$ cat config.mk
export PLATFORM = sky130hd
export DESIGN_NAME = operand_loader_flat
export DESIGN_NICKNAME = d
export VERILOG_FILES = /design/src/rtl/operand_loader_if.sv /design/src/rtl/operand_loader.sv /design/src/flat_wrapper.sv
export SDC_FILE = /design/constraint.sdc
export NUM_CORES = 1
export LEC_CHECK = 0
export BUFFER_PORTS_ARGS = -buffer_cell sky130_fd_sc_hd__buf_2
export CORE_UTILIZATION = 25
export DETAILED_ROUTE_END_ITERATION = 8
export PLACE_DENSITY = 0.49
export SYNTH_ARGS = -nofsm -noshare
export SYNTH_HDL_FRONTEND = slang
export SYNTH_SLANG_ARGS = --single-unit
$ cat constraint.sdc
create_clock -name clk -period 2.3 [get_ports clk]
set_clock_uncertainty 0.05 [all_clocks]
set_input_delay 0.46 -clock clk [delete_from_list [all_inputs] [get_ports clk]]
set_output_delay 0.46 -clock clk [all_outputs]
set_load 0.01 [all_outputs]
$ cat src/rtl/operand_loader_if.sv
// Bus bundle between the operand loader, the host that streams operand words
// and the normalising-multiplier controller that reads them back.
interface operand_loader_if #(
    parameter int DATA_W = 16,
    parameter int DEPTH  = 16
);
    localparam int AW = $clog2(DEPTH);

    logic              in_valid;
    logic [DATA_W-1:0] in_data;
    logic              in_ready;
    logic [AW-1:0]     rd_addr;
    logic [DATA_W-1:0] rd_data;
    logic              start;
    logic              done;
    logic              busy;
    logic [AW:0]       wr_count;
`ifdef OPERAND_ZERO_CHECK_EN
    logic              zero_err;
`endif

    // slave is the loader itself; master is the host/controller side
    modport slave (
        input  in_valid, in_data, rd_addr, done,
        output in_ready, rd_data, start, busy, wr_count
`ifdef OPERAND_ZERO_CHECK_EN
        , output zero_err
`endif
    );

    modport master (
        output in_valid, in_data, rd_addr, done,
        input  in_ready, rd_data, start, busy, wr_count
`ifdef OPERAND_ZERO_CHECK_EN
        , input zero_err
`endif
    );
endinterface

$ cat src/rtl/operand_loader.sv
// Operand loader: buffers DEPTH host words (A/B pairs), launches the multiplier
// controller once full and waits for done. Optional zero-operand flag: OPERAND_ZERO_CHECK_EN.
module operand_loader #(
    parameter int DATA_W = 16,
    parameter int DEPTH  = 16
) (
    input  logic              clk,
    input  logic              rst,
    operand_loader_if.slave   bus
);
    localparam int AW = $clog2(DEPTH);

    typedef enum logic [1:0] {FILL, LAUNCH, RELEASE, WAIT} state_t;

    state_t            state;
    state_t            next_state;
    logic [DATA_W-1:0] mem [DEPTH];
    logic [AW-1:0]     wr_ptr;
    logic [AW:0]       wr_count;
    logic              accept;
    logic              last_word;
    logic              batch_done;

    assign accept     = bus.in_valid && (state == FILL);
    assign last_word  = (wr_ptr == AW'(DEPTH - 1));
    assign batch_done = (state == WAIT) && bus.done;

    always_ff @(posedge clk or posedge rst) begin
        if (rst) state <= FILL;
        else     state <= next_state;
    end

    always_comb begin
        next_state = state;
        case (state)
            FILL:    if (accept && last_word) next_state = LAUNCH;
            LAUNCH:  next_state = RELEASE;
            RELEASE: next_state = WAIT;
            WAIT:    if (bus.done) next_state = FILL;
            default: next_state = FILL;
        endcase
    end

    always_comb begin
        bus.in_ready = 1'b0;
        bus.start    = 1'b0;
        bus.busy     = 1'b1;
        case (state)
            FILL: begin
                bus.in_ready = 1'b1;
                bus.busy     = 1'b0;
            end
            LAUNCH:  bus.start = 1'b1;
            default: ;
        endcase
    end

    // wr_ptr parks at DEPTH-1 after the last word; only the return to FILL rewinds it
    always_ff @(posedge clk or posedge rst) begin
        if (rst) begin
            wr_ptr   <= '0;
            wr_count <= '0;
        end else if (batch_done) begin
            wr_ptr   <= '0;
            wr_count <= '0;
        end else if (accept) begin
            wr_count <= wr_count + 1'b1;
            if (!last_word) wr_ptr <= wr_ptr + 1'b1;
        end
    end

    // Storage is deliberately not reset so earlier batches stay readable
    always_ff @(posedge clk) begin
        if (accept) mem[wr_ptr] <= bus.in_data;
    end

    assign bus.rd_data  = mem[bus.rd_addr];
    assign bus.wr_count = wr_count;

`ifdef OPERAND_ZERO_CHECK_EN
    logic zero_err;

    // A zero operand has no leading one, so the normaliser cannot handle it
    always_ff @(posedge clk or posedge rst) begin
        if (rst)                              zero_err <= 1'b0;
        else if (batch_done)                  zero_err <= 1'b0;
        else if (accept && bus.in_data == '0) zero_err <= 1'b1;
    end

    assign bus.zero_err = zero_err;
`endif

endmodule

$ cat src/flat_wrapper.sv
// flat-port wrapper written by rule: the top's interface ports become plain ports
module operand_loader_flat 
#(
    parameter int DATA_W = 16,
    parameter int DEPTH  = 16
)
  (clk, rst, bus_in_valid, bus_in_data, bus_rd_addr, bus_done, bus_in_ready, bus_rd_data, bus_start, bus_busy, bus_wr_count);
  operand_loader_if #(.DATA_W(DATA_W), .DEPTH(DEPTH)) bus_i ();
  input  logic clk;
  input  logic rst;
  input wire logic [$bits(bus_i.in_valid)-1:0] bus_in_valid;
  input wire logic [$bits(bus_i.in_data)-1:0] bus_in_data;
  input wire logic [$bits(bus_i.rd_addr)-1:0] bus_rd_addr;
  input wire logic [$bits(bus_i.done)-1:0] bus_done;
  output wire logic [$bits(bus_i.in_ready)-1:0] bus_in_ready;
  output wire logic [$bits(bus_i.rd_data)-1:0] bus_rd_data;
  output wire logic [$bits(bus_i.start)-1:0] bus_start;
  output wire logic [$bits(bus_i.busy)-1:0] bus_busy;
  output wire logic [$bits(bus_i.wr_count)-1:0] bus_wr_count;
  assign bus_i.in_valid = bus_in_valid;
  assign bus_i.in_data = bus_in_data;
  assign bus_i.rd_addr = bus_rd_addr;
  assign bus_i.done = bus_done;
  assign bus_in_ready = bus_i.in_ready;
  assign bus_rd_data = bus_i.rd_data;
  assign bus_start = bus_i.start;
  assign bus_busy = bus_i.busy;
  assign bus_wr_count = bus_i.wr_count;
  operand_loader #(.DATA_W(DATA_W), .DEPTH(DEPTH)) u_core (.clk(clk), .rst(rst), .bus(bus_i));
endmodule
=== Word level (Yosys, flattened, before mapping) ===
Memories as Yosys holds them, arrays and structs flattened.
Cells that the tools add are included.

* Flip-flop bits (word level): 11
* Memory bits (writable): 256
* Output and inout port bits: 24
* Memories kept: 1

* $add $sub $neg: 2
* Eq/ne operators: 7
* Multiplexer cells: 13
* Reductions and logical operators: 7

{| class="wikitable"
|+ Memory list
! memory !! words !! bits a word !! rd ports !! clocked after memory_dff !! wr ports !! RTL line !! source
|-
| u_core.mem || 16 || 16 || 1 || 0 || 1 || operand_loader.sv:17 || <nowiki>logic [DATA_W-1:0] mem [DEPTH];</nowiki>
|}

{| class="wikitable"
|+ Operators by type and width
! cell !! count
|-
| $mux 4 || 3
|-
| $mux 5 || 2
|-
| $pmux 2 s4 || 1
|-
| $ne 2x2->1 const B || 3
|-
| $add 5x1->5 const B || 1
|-
| $mux 1 || 5
|-
| $add 4x1->4 const B || 1
|-
| $eq 2x2->1 const B || 2
|-
| $eq 4x4->1 const B || 1
|-
| $mux 2 || 2
|-
| $reduce_and 2->1 || 2
|-
| $logic_and 1x1->1 || 3
|-
| $eq 2x1->1 const B || 1
|-
| $logic_not 2->1 || 1
|-
| $reduce_bool 2->1 || 1
|}

=== Longest topological paths before layout ===
Gate-level depths: netlist of run 1.

* Depth after elaboration: 5
* Mapped depth: 6
* Depth with buffers taken out: 5

=== Worst setup path after synthesis of run 1 ===
Ideal clock, no wire load.

* Path type: reg-to-reg
* From: reg u_core.state[0]
* To: mem u_core.mem[3][0] (enable)
* Arrival: 1.807 ns
* Required time: 1.876 ns
* Slack: 0.070 ns
* Cell stages (with the launch flop): 7
* Cell sequence: dfrtp_1 inv_1 ha_1 nand2_1 clkbuf_1 nor3_1 and2_1

* Cells in the longest elaborated chain, start to end: 4

{| class="wikitable"
|+ RTL lines
! element !! RTL line !! source
|-
| start: declaration || operand_loader.sv:15 || <nowiki>state_t state;</nowiki>
|-
| start signal: assignment || operand_loader.sv:30 || <nowiki>else state <= next_state;</nowiki>
|-
| $logic_not 2->1 || operand_loader.sv:24 || <nowiki>assign accept = bus.in_valid && (state == FILL);</nowiki>
|-
| $logic_and 1x1->1 || operand_loader.sv:24 ||
|-
| $mux 1 || operand_loader.sv:74 || <nowiki>if (accept) mem[wr_ptr] <= bus.in_data;</nowiki>
|-
| $mux 1 (implied by the code) || operand_loader.sv:74 ||
|-
| end: declaration || operand_loader.sv:17 ||
|}

No other way between the ends.

=== Final worst setup path of run 1 ===
* From: mem u_core.mem[11][1]
* To: out bus_rd_data[1]

* Cells in the longest elaborated chain, start to end: 1

{| class="wikitable"
|+ RTL lines
! element !! RTL line !! source
|-
| $mem_v2 16x16 || -- ||
|-
| end: declaration || flat_wrapper.sv:16 || <nowiki>output wire logic [$bits(bus_i.rd_data)-1:0] bus_rd_data;</nowiki>
|}

No other way between the ends.

==> flow_summary.toml, run 1 <==
[clock_network]
cts_tree = "built"
clk_pin_slew_ns = 0.06
clock_path_buffers = 3
cts_buffers = 27
clk_latency_ns = 0.53
cts_sinks = 267
clockRootBuffer = "clkbuf_16"
htree_num_levels = 1

[setup_path]
cp.arrival_ns = 1.84
cp_max_fo = 1
crit_path_end_kind = "output port"
crit_type = "reg2out"
crit_required_ns = 1.79
start_kind = "flip-flop"

[layout]
drive_gt1_share_pct = 35.7
final_net_count = 611
area_growth_pct = 23.9
final_area_um2 = 12900

[synth]
ys_warn_count = 0
async_reset_ff_share_pct = 4.12
yosysTopAreaCellShare_pct = 74.0
synthAdderAreaFrac_pct = 1.20
yosys-top-cells-area = "edfxtp_1, mux4_2, dfrtp_1"
ys_seq_area_share_pct = 76.7
synth_top_area_cell = "edfxtp_1"
synth_top_family_by_area = "multiplexers"
synth.most_common_cell = "edfxtp_1"
synth_xor_area_share_pct = 0.169
yosys_most_used_dff = "edfxtp_1"
avgSynthCellArea_um2 = 21.6
synth-seq-cells = 267
synth_fp_nets = 516
ys_types = 28
syn_inst = 482
synthSimpleGateAreaFrac_pct = 3.05
synth_mux_area_share_pct = 14.4
synth_edf_count = 256
synth_common_cells = "edfxtp_1, mux4_2, a22oi_1"
synth_compound_area_share_pct = 2.99
netlist_area_um2 = 10400

[placed_design]
place.port_buffers = 47
gp_congestion = 0.693
pre_cts_ws_ns = -0.156
dpl-instance-area_um2 = 11700
hpwlAfterDp_um = 13700

[pwr]
leakage_uw = 0.00421
power_density_nw_per_um2 = 893
max-vdd-ir-drop_v = 0.000465

[detailed_routing]
routed_wirelength_um = 24400
vias = 5053
drtPass1Iterations = 4
detail_route.wl_per_cell_um = 21.6
drt-vias-per-instance = 4.47
dr.first_iter.drc_count = 440
ant_nets = 0
drc = 0

[grt]
grt_max_degree = 20
antenna_found_initial = 1
grt_pass1_wl_um = 35900
first_global_vias = 5535
grt_use_total_pct = 11.8
grt-ovfl-total = 0

[sta]
max-slew-margin-rel_pct = 70.8
min_period_ns = 2.35
hold_violations = 0
finalSetupViolations = 12
rsz0062_at_grt = "yes"
worstMarginPinSlew_ns = 0.438
setup_tns_ns = -0.272
drv_slew = 0
max_freq_mhz = 426
final.setup.worst_slack_ns = -0.0474
period_share_pct = 102
timing.hold.ws_ns = 0.204

[floorplanning]
die-area_um2 = 42400
fp.coreArea_um2 = 40900
ios = 48
rows = 74
dieWidth_um = 206
die_h_um = 206
start_util_pct = 25.4

[run_status]
violations = "setup timing"
run_status = "finished, violations left"

[flow_run]
maxCapViolations = 0

[hold_path]
hold_class = "in2reg"
-- path summary, 6_finish.rpt --
check,startpoint,to,slack [ns],depth (start not counted)
max,u_core.mem[11][1],bus_rd_data[1],-0.05,4
min,bus_in_valid,u_core.bus.wr_count[1],0.20,3
max reg2reg,u_core.state[0],u_core.mem[8][7],0.23,7
min in group asynchronous,rst,u_core.state[0],0.41,3
min reg2reg,u_core.bus.wr_count[4],u_core.bus.wr_count[4],0.51,2
max in group asynchronous,rst,u_core.wr_ptr[2],1.48,3
-- per-layer routing --
metal | part of all wire, % | vias to the layer above | wire length, um | GRT usage, %
met2 | 48 | 127 | 11800 | 19.6
li1 | - | 2201 | - | -
met1 | 45 | 2689 | 11000 | 16.1
met5 | 0.049 | - | 12 | 0
met3 | 4.5 | 34 | 1090 | 2.00
met4 | 2.0 | 2 | 476 | 2.55
-- worst max-delay path, cell delays in order, from the launching register on --
cell and delay (ns):
edfxtp_1 0.35, mux4_2 0.46, a22oi_1 0.25, nand2_1 0.09, buf_2 0.15
-- final cells by class --
class	count	area, um2
antenna	1	2.50
clock buffer	32	694
clock inverter	17	274
fill	3970	28100
inverter	7	26.3
multi-input combinational	185	2310
sequential	267	7960
tap	532	666
timing repair buffer	89	930
-- per-stage QoR --
step,total power (uW),std cells,utilization [%]
after global routing,11900,1129,31.4
after global placement,6740,1076,28.7
after floorplan,6300,482,-
after CTS,11600,1129,31.4
after detailed placement,6800,1076,28.7
final,11500,1130,31.4
-- power by group --
part / internal, uW / total (uW) / switching, uW
clock network: 2950 / 4760 / 1810
logic: 488 / 1120 / 628
registers: 5520 / 5620 / 97.8
-- cells in the final DEF (no fill, tap or decap), types with 2 or more instances in the layout --
cell type,Yosys,routed
inv_1,7,7
bufinv_16,0,7
a22oi_1,32,17
a22oi_2,0,15
nand2_1,19,16
buf_12,0,23
clkinv_2,0,5
buf_4,3,15
xor2_1,2,2
ha_1,10,10
a21oi_1,7,7
nor2b_1,3,3
buf_6,4,3
nor3_1,3,3
clkbuf_1,15,5
and2_1,18,18
dfrtp_1,11,11
nor2_1,6,6
clkinv_1,0,3
buf_16,0,3
clkbuf_16,0,27
nand3_1,6,6
nand2_2,0,3
mux4_2,54,64
o21ai_0,4,4
buf_2,1,43
or3_1,4,4
edfxtp_1,256,256
-- sequential cells by signal, indices dropped and copies added, names as in the netlist --
signal               flops
u_core.bus.wr_count      5
u_core.mem             256
u_core.state             2
u_core.wr_ptr            4
-- cells by family after synthesis --
family                     Yosys count
muxes                               66
DFF                                267
xor gates and xnor gates             2
adders and majority gates           10
buffers and inverters               30
and+or+nand+nor                     62
AOI/OAI and AO/OA                   45
-- repair_timing --
action                     CTS  global route
pin swaps                   21             8
hold buffers                 1             0
gates cloned                 2             0
setup endpoints to repair   16            16
resized for setup           32             7
setup buffers                1             0
hold endpoints to repair    11             0
No activity file was read; power rests on OpenSTA's default activity.
==> run 2, diff against run 1 <==
Settings changed: REMOVE_ABC_BUFFERS set to 1.
==> flow_summary.toml, run 2 (synthesis results as in run 1) <==
[run_status]
run_status = "finished, violations left"
violations = "setup timing"

[grt]
grt_pass1_wl_um = 35400
grt_max_degree = 29
grt_use_total_pct = 11.6
first_global_vias = 5415
grt-ovfl-total = 0
antenna_found_initial = 2

[sta]
max_freq_mhz = 418
min_period_ns = 2.40
period_share_pct = 104
rsz0062_at_grt = "yes"
drv_slew = 0
finalSetupViolations = 16
final.setup.worst_slack_ns = -0.0952
max-slew-margin-rel_pct = 62.0
setup_tns_ns = -0.595
worstMarginPinSlew_ns = 0.567
hold_violations = 0

[setup_path]
reg2reg_slack_ns = 0.26
crit_type = "reg2out"
max_stage_delay_ns = 0.49
start_kind = "flip-flop"
cp.arrival_ns = 1.89
crit_path_end_kind = "output port"
crit_required_ns = 1.79
crit_chain = "mux4_2 > a22oi_2 > nand2_2 > buf_6"
slowest_stage = "mux4_2"
cp_max_fo = 1
cp_top_family = "multiplexers"
path_buf_inv = 1

[clock_network]
clockRootBuffer = "clkbuf_16"
clk_latency_ns = 0.53
clk_pin_slew_ns = 0.06
post_cts_buffers = 0
cts_tree = "built"
clock_path_buffers = 3
cts_buffers = 28
cts_sinks = 267
htree_num_levels = 1

[pwr]
power_density_nw_per_um2 = 856
max-vdd-ir-drop_v = 0.000550
leakage_uw = 0.00414
p_total_uw = 10900

[placed_design]
pre_cts_ws_ns = -0.192
gp_congestion = 0.690
hpwlAfterDp_um = 13600
place.port_buffers = 47
dpl-instance-area_um2 = 11700

[detailed_routing]
drt-vias-per-instance = 4.47
ant_nets = 0
drtPass1Iterations = 4
drc = 0
vias = 5037
detail_route.wl_per_cell_um = 21.7
routed_wirelength_um = 24500
dr.first_iter.drc_count = 427

[floorplanning]
dieWidth_um = 206
ios = 48
fp.coreArea_um2 = 40900
die-area_um2 = 42400
die_h_um = 206
rows = 74
start_util_pct = 25.4

[layout]
multi_input_area_um2 = 2340
largest_register_ffs = 256
largestRegisters = "u_core.mem x256, u_core.bus.wr_count x5, u_core.wr_ptr x4"
final_common_cell = "edfxtp_1"
final_util_pct = 31.2
mostFrequentLayoutCells = "edfxtp_1, mux4_2, buf_2"
regMostFlops = "u_core.mem"
final_net_count = 607
final_area_um2 = 12800
drive_gt1_share_pct = 34.6
ff_latch_area_um2 = 7960
area_growth_pct = 22.8
fillers = 3946

[flow_run]
maxCapViolations = 0

[hold_path]
hold_class = "in2reg"
run 2: cell count changes in the layout (fill, tap and decap cells not counted), sizes merged:
cell and change:
buf -6, inv +1, clkbuf +4, clkinv +6, clkinvlp -1, bufinv -6
run 2: worst paths after layout:
kind / start / end / cells after the start
min in group asynchronous: rst / u_core.bus.wr_count[3] / 3
worst min register to register: u_core.bus.wr_count[4] / u_core.bus.wr_count[4] / 2
worst min-delay path: bus_in_valid / u_core.bus.wr_count[1] / 3
max in group asynchronous: rst / u_core.wr_ptr[2] / 3
worst max register to register: u_core.state[0] / u_core.mem[13][15] / 7
worst max-delay path: u_core.mem[11][12] / bus_rd_data[12] / 4
run 2: final cells by class:
cell class / count / area share [%]
Antenna cell: 1 / 0.0196
Clock buffer: 35 / 5.70
Clock inverter: 17 / 1.06
Inverter: 7 / 0.206
Multi-Input combinational cell: 185 / 18.3
Sequential cell: 267 / 62.4
Tap cell: 532 / 5.22
Timing Repair Buffer: 84 / 7.02
run 2: per-stage QoR:
stage / hold WS [ns] / std cells
5_1_grt: 0.216 / 1127
3_5_place_dp: 0.428 / 1071
3_3_place_gp: 0.410 / 1071
2_1_floorplan: 0.262 / 459
4_1_cts: 0.200 / 1126
6_report: 0.212 / 1128
run 2: report_power, final:
group	total [uW]	switching, uW	internal [uW]
clock	4180	1810	2370
combinational	1120	632	485
sequential	5620	97.0	5520
total	10900	2540	8370
run 2: what timing repair did:
item,4_1_cts,5_1_grt
endpoints found under the hold margin,11,0
resized for setup,19,22
endpoints found under the setup margin,16,16
cloned,2,1
hold buffers,1,0
pin swaps,12,13
run 2: layer usage:
layer	global-route usage [%]	up-vias	share of wire [%]
met5	0	-	0.069
met4	2.26	2	1.4
met3	2.14	28	6.7
met2	18.9	152	48
met1	16.1	2676	44
li1	-	2179	-
run 2: tightest hold or removal path, stage by stage:
cell     delay [ns]
buf_2          0.14
nand3_1        0.09
a21oi_1        0.06
